**src/rtl/button_debounce_multi_if.sv**
```systemverilog
// button_debounce_multi_if: raw button pins and conditioned outputs of button_debounce_multi
//  i_button         raw asynchronous pins (driven by master)
//  o_pressed        debounced level, 1 = pressed
//  o_press_pulse    1-cycle pulse on debounced press
//  o_release_pulse  1-cycle pulse on debounced release
//  o_hold           long-press level
interface button_debounce_multi_if #(
  parameter int NUM_BTN = 4
);
  logic [NUM_BTN-1:0] i_button;
  logic [NUM_BTN-1:0] o_pressed;
  logic [NUM_BTN-1:0] o_press_pulse;
  logic [NUM_BTN-1:0] o_release_pulse;
  logic [NUM_BTN-1:0] o_hold;
  modport master (
    output i_button,
    input  o_pressed, o_press_pulse, o_release_pulse, o_hold
  );
  modport slave (
    input  i_button,
    output o_pressed, o_press_pulse, o_release_pulse, o_hold
  );
endinterface

```
**src/rtl/button_debounce_multi.sv**
```systemverilog
// button_debounce_multi: per-channel synchroniser, counter debounce, press/release pulses and hold flag
//  i_clk    system clock, rising edge
//  i_rst_n  asynchronous active-low reset, synchronous release expected
//  bus      slave side: i_button in; o_pressed, o_press_pulse, o_release_pulse, o_hold out
module button_debounce_multi #(
  parameter int NUM_BTN      = 4,
  parameter int DEBOUNCE_CYC = 16,
  parameter int HOLD_CYC     = 1000,
  parameter bit ACTIVE_LOW   = 1'b1
) (
  input logic                   i_clk,
  input logic                   i_rst_n,
  button_debounce_multi_if.slave bus
);
  localparam int CW = $clog2(DEBOUNCE_CYC);
  localparam int HW = (HOLD_CYC > 0) ? $clog2(HOLD_CYC + 1) : 1;
  localparam logic [CW-1:0] CNT_LAST = CW'(DEBOUNCE_CYC - 1);
  localparam logic [HW-1:0] HOLD_MAX = HW'(HOLD_CYC);
  localparam logic [HW-1:0] HOLD_PRE = HW'(HOLD_CYC - 1);
  localparam bit HOLD_EN = (HOLD_CYC != 0);
  typedef enum logic [1:0] {RELEASED, PRESS_WAIT, PRESSED, RELEASE_WAIT} state_t;
  for (genvar i = 0; i < NUM_BTN; i++) begin : g_btn
    state_t        state, state_nx;
    logic [CW-1:0] cnt, cnt_nx;
    logic [HW-1:0] hcnt, hcnt_nx;
    logic          s1, ps;
    logic          pressed, pressed_nx;
    logic          hold, hold_nx;
    logic          pp, pp_nx;
    logic          rp, rp_nx;
    // Synchroniser works on the polarity-normalised level so reset value 0 means released.
    always_ff @(posedge i_clk or negedge i_rst_n) begin
      if (!i_rst_n) begin
        s1      <= 1'b0;
        ps      <= 1'b0;
        state   <= RELEASED;
        cnt     <= '0;
        hcnt    <= '0;
        pressed <= 1'b0;
        hold    <= 1'b0;
        pp      <= 1'b0;
        rp      <= 1'b0;
      end else begin
        s1      <= bus.i_button[i] ^ ACTIVE_LOW;
        ps      <= s1;
        state   <= state_nx;
        cnt     <= cnt_nx;
        hcnt    <= hcnt_nx;
        pressed <= pressed_nx;
        hold    <= hold_nx;
        pp      <= pp_nx;
        rp      <= rp_nx;
      end
    end
    always_comb begin
      state_nx   = state;
      cnt_nx     = cnt;
      hcnt_nx    = hcnt;
      pressed_nx = pressed;
      hold_nx    = hold;
      pp_nx      = 1'b0;
      rp_nx      = 1'b0;
      // Hold timing runs through release glitches, so count in both pressed-side states.
      if (state == PRESSED || state == RELEASE_WAIT) begin
        hcnt_nx = (hcnt == HOLD_MAX) ? hcnt : hcnt + 1'b1;
        hold_nx = hold | (HOLD_EN && hcnt == HOLD_PRE);
      end
      case (state)
        RELEASED:
          if (ps) begin
            state_nx = PRESS_WAIT;
            cnt_nx   = CW'(1);
          end
        PRESS_WAIT:
          if (!ps) begin
            state_nx = RELEASED;
            cnt_nx   = '0;
          end else if (cnt == CNT_LAST) begin
            state_nx   = PRESSED;
            cnt_nx     = '0;
            hcnt_nx    = '0;
            pressed_nx = 1'b1;
            pp_nx      = 1'b1;
          end else begin
            cnt_nx = cnt + 1'b1;
          end
        PRESSED:
          if (!ps) begin
            state_nx = RELEASE_WAIT;
            cnt_nx   = CW'(1);
          end
        RELEASE_WAIT:
          if (ps) begin
            state_nx = PRESSED;
            cnt_nx   = '0;
          end else if (cnt == CNT_LAST) begin
            state_nx   = RELEASED;
            cnt_nx     = '0;
            pressed_nx = 1'b0;
            hold_nx    = 1'b0;
            rp_nx      = 1'b1;
          end else begin
            cnt_nx = cnt + 1'b1;
          end
        default: state_nx = RELEASED;
      endcase
    end
    assign bus.o_pressed[i]       = pressed;
    assign bus.o_press_pulse[i]   = pp;
    assign bus.o_release_pulse[i] = rp;
    assign bus.o_hold[i]          = hold;
  end
endmodule
```
**src/flat_wrapper.sv**
```systemverilog
// flat-port wrapper written by rule: the top's interface ports become plain ports
module button_debounce_multi_flat 
#(
  parameter int NUM_BTN      = 4,
  parameter int DEBOUNCE_CYC = 16,
  parameter int HOLD_CYC     = 1000,
  parameter bit ACTIVE_LOW   = 1'b1
)
  (i_clk, i_rst_n, bus_i_button, bus_o_pressed, bus_o_press_pulse, bus_o_release_pulse, bus_o_hold);
  button_debounce_multi_if #(.NUM_BTN(NUM_BTN)) bus_i ();
  input logic i_clk;
  input logic i_rst_n;
  input wire logic [$bits(bus_i.i_button)-1:0] bus_i_button;
  output wire logic [$bits(bus_i.o_pressed)-1:0] bus_o_pressed;
  output wire logic [$bits(bus_i.o_press_pulse)-1:0] bus_o_press_pulse;
  output wire logic [$bits(bus_i.o_release_pulse)-1:0] bus_o_release_pulse;
  output wire logic [$bits(bus_i.o_hold)-1:0] bus_o_hold;
  assign bus_i.i_button = bus_i_button;
  assign bus_o_pressed = bus_i.o_pressed;
  assign bus_o_press_pulse = bus_i.o_press_pulse;
  assign bus_o_release_pulse = bus_i.o_release_pulse;
  assign bus_o_hold = bus_i.o_hold;
  button_debounce_multi #(.NUM_BTN(NUM_BTN), .DEBOUNCE_CYC(DEBOUNCE_CYC), .HOLD_CYC(HOLD_CYC), .ACTIVE_LOW(ACTIVE_LOW)) u_core (.i_clk(i_clk), .i_rst_n(i_rst_n), .bus(bus_i));
endmodule
```
**config.mk**
```make
export PLATFORM = sky130hd
export DESIGN_NAME = button_debounce_multi_flat
export DESIGN_NICKNAME = d
export VERILOG_FILES = /design/src/rtl/button_debounce_multi_if.sv /design/src/rtl/button_debounce_multi.sv /design/src/flat_wrapper.sv
export SDC_FILE = /design/constraint.sdc
export NUM_CORES = 1
export LEC_CHECK = 0
export BUFFER_PORTS_ARGS = -buffer_cell sky130_fd_sc_hd__buf_2
export CAP_MARGIN = 20
export CORE_MARGIN = 10
export CORE_UTILIZATION = 45
export DETAILED_ROUTE_END_ITERATION = 10
export HOLD_SLACK_MARGIN = 0.05
export PLACE_DENSITY = 0.6
export SLEW_MARGIN = 10
export SYNTH_ARGS = -nofsm -noshare
export SYNTH_HDL_FRONTEND = slang
export SYNTH_SLANG_ARGS = --single-unit
```
**constraint.sdc**
```tcl
create_clock -name i_clk -period 3.9 [get_ports i_clk]
set_clock_uncertainty 0.1 [all_clocks]
set_input_delay 0.78 -clock i_clk [delete_from_list [all_inputs] [get_ports i_clk]]
set_output_delay 0.78 -clock i_clk [all_outputs]
set_load 0.005 [all_outputs]
```
==> metrics.md <==
| Metric | Value |
|---|---|
| Period minus WS final | `between 2 and 2.5 ns` |
| Via count | `between 2,000 and 3,000` |
| Prevailing post-synth register cell | `dfrtp_1` |
| Pins over their slew limit | `0` |
| WL per Instance | `around 13 um` |
| N_diodes | `0` |
| Core Rows | `35` |
| Worst slack, placed | `~1.5 ns` |
| Cts repair resizes | `0` |
| Status | `finished, final reports clean` |
| Share of flip-flops with an asynchronous set or reset | `100%` |
| Sequential cell area | `~2200 um^2` |
| Worst R2R Start | `u_core.g_btn[0].cnt[0]` |
| Worst Tran Pin Value | `between 0.7 and 0.8 ns` |
| Hold slack | `between 0.2 and 0.25 ns` |
| Reg2reg end | `u_core.g_btn[0].hcnt[2]` |
| Min-Delay Path Class | `in -> async` |
| Final setup margin | `around 1.9 ns` |
| Setup bufs post-CTS | `0` |
| Kind of critical path | `reg -> reg` |
| Commonest cells post-synth | `88 x dfrtp_1, 50 x nor2_1, 40 x nand2_1` |
| Antenna Nets Post-Route | `0` |
| Core area | `just over 9000 um^2` |
| Post-synth net total | `441` |
| Clock Path Buffers | `2` |
| Synth unique cells | `just over 40` |
| CTS Root Cell | `clkbuf_8` |
| Post-Synthesis Cells | `about 420` |
| First-pass GRT wire length | `approximately 12,000 um` |
| Critical Path End | `u_core.g_btn[0].hcnt[2]` |
| Leakage power of the design | `about 2.1 nW` |
| Clock latency on the worst-skew pair | `approximately 0.36 ns` |
| Top post-synthesis cells by area | `dfrtp_1 52%, nor2_1 4.4%, xnor2_1 3.7%, ha_1 3.5%, nand2_1 3.5%` |
| GR Util All Layers | `11.3%` |
| Power per Cell Area | `roughly 370 nW/um^2` |
| Post-synthesis register bit count | `between 80 and 90` |
| Post-Route Utilization | `between 40% and 50%` |
| CP arrival | `2.10 ns` |
| Synth top area share | `between 50% and 60%` |
| Routed WL | `7080 um` |
| Worst relative slew slack | `52.8%` |
| Detailed placement HPWL | `slightly below 5000 um` |
| P&R area growth vs syn | `7.05%` |
| Max-Cap Viols | `0` |
| Die ar. | `~14,000 um^2` |
| Hold buffer count at cts | `0` |
| Tot Pwr | `around 1.7 mW` |
| Layout Cells excl Fill | `564` |
| Critical Path Source Type | `flop` |
| Cell count of the worst reg-to-reg path | `4` |
| Final Hold Fails | `0` |
| Area leader, netlist | `dfrtp_1` |
| Die H | `between 100 and 150 um` |
| Syn Area/Cell | `between 10 and 15 um^2` |
| Placed insts | `547` |
| Period Utilization, post-route | `between 50 and 60%` |
| GPL Wtd Cong | `around 0.82` |
| Worst Setup End Kind | `flop` |
| Post-synth EDFFs | `0` |
| Worst path required time | `~4.0 ns` |
| Number of global-route vias before repair | `between 2,000 and 3,000` |
| Net count, final | `between 400 and 500` |
| Max Clock Freq | `500 MHz` |
| Synth warn | `0` |
| DR DRC count | `0` |
| Multi-input gate area | `roughly 1800 um^2` |
| Boundary Pins | `22` |
| Total CTS buffers | `9` |
| # port buffers | `21` |
| Maximum vdd drop | `between 150 and 200 uV` |
| Max FO, Critical Path | `12` |
| Via/cell ratio | `a little over 5` |
| Htree depth | `3` |
| Setup_tns | `0 ns` |
| Unrepaired setup endpoints after global routing | `false` |
| CTS tree | `done` |
| Die width | `between 100 and 150 um` |
| Post-DP Area | `4350 um^2` |
| Endpoints failing setup | `0` |
| Initial antenna violation count | `0` |
| Layout cells sized above 1 | `between 10% and 20%` |
| Initial Util | `46.1%` |
| Seq/Total Area, Yosys | `51.7%` |
| DR pass1 iterations | `5` |
| Iter 0 DRT Violations | `between 100 and 150` |
| Start point of the critical path | `u_core.g_btn[0].cnt[0]` |
| CTS sink count | `roughly 90` |
| Grt ovf | `0` |
| Cell with the most instances after synthesis | `dfrtp_1` |
| Fillers | `850` |
| Flop-to-flop setup slack | `between 1.5 and 2 ns` |
| Final instance area | `about 4600 um^2` |
| Pin count of the biggest net entering global routing | `33` |
| Cell Area, Synth | `about 4300 um^2` |
| CTS clk-pin slew, worst paths | `about 0.090 ns` |
## registers in the layout, summed over array words and instances, names as in the netlist, named ones only
register,count
u_core.g_btn.ps,4
u_core.g_btn.pp,4
u_core.g_btn.s1,4
u_core.g_btn.hcnt,40
u_core.g_btn.pressed,4
u_core.g_btn.state,4
u_core.g_btn.rp,4
u_core.g_btn.cnt,16
u_core.g_btn.hold,4
## worst max-delay path: stages, from the launching register on
cell,delay (ns)
dfrtp_1,0.41
ha_1,0.22
nand4_1,0.23
nor3b_2,0.67
o21ai_0,0.21
## where the power goes
group / internal (mW) / total [mW] / switching (mW)
sequential: 0.932 / 0.958 / 0.0262
clock: 0.315 / 0.633 / 0.317
combinational: 0.0302 / 0.0738 / 0.0436
## per-layer routing
layer / GRT usage, % / share of wire (%) / up-vias
li1: - / - / 1457
met1: 13.4 / 47 / 1365
met2: 17.9 / 46 / 39
met3: 4.69 / 5.3 / 7
met4: 3.95 / 1.2 / 0
met5: 0 / 0 / -
## kinds of logic after synthesis
family / share of synthesized area (%)
DFF: 51.7
AOI/OAI and AO/OA: 10.0
muxes: 1.20
and+or+nand+nor: 20.3
buffers and inverters: 6.40
xor gates and xnor gates: 6.79
adders and majority gates: 3.53
## layout by cell type (no fill, tap or decap), types with 2 or more instances in the layout
cell type   netlist  final
dfrtp_1          88     88
nor2_1           50     50
nand2_1          40     40
o21ai_0          23     23
buf_2             5     20
nand3_1          19     19
xnor2_1          18     18
a21oi_1          17     17
inv_1            17     17
xor2_1           15     15
nand4_1          14     14
nor3_1           13     13
ha_1             12     12
clkbuf_8          0     10
or3_1             9      9
nor3b_1           7      7
nand2b_1          6      6
buf_4            19      5
nand4_2           4      4
mux2i_1           4      4
o41ai_2           4      4
a21o_1            4      4
a311o_1           3      3
and3_1            2      2
a31oi_1           2      2
a31o_2            2      2
and4_1            2      2
o22ai_1           2      2
o31ai_1           2      2
o211a_1           2      2
and2_1            2      2
a211oi_1          2      2
o21ai_1           2      2
clkinvlp_4        0      2
## how the worst min path moves through the flow
stage	from	to	slack, ns
2_1_floorplan	u_core.g_btn[0].s1	u_core.g_btn[0].ps	0.23
3_3_place_gp	u_core.g_btn[3].s1	u_core.g_btn[3].ps	0.23
3_5_place_dp	u_core.g_btn[2].s1	u_core.g_btn[2].ps	0.23
4_1_cts	i_rst_n	u_core.g_btn[3].hcnt[7]	0.24
5_1_grt	i_rst_n	u_core.g_btn[3].hcnt[0]	0.24
6_report	i_rst_n	u_core.g_btn[2].hcnt[6]	0.24
## area by class of cell
class | instances | area share [%]
inverters | 17 | 1.40
flip-flops and latches | 88 | 48.3
clock buffers | 10 | 3.02
multi-input cells | 288 | 39.1
clock inverters | 6 | 1.48
repair buffers | 26 | 3.13
well taps | 129 | 3.54
Note: power is estimated with default switching activity, not from simulation.
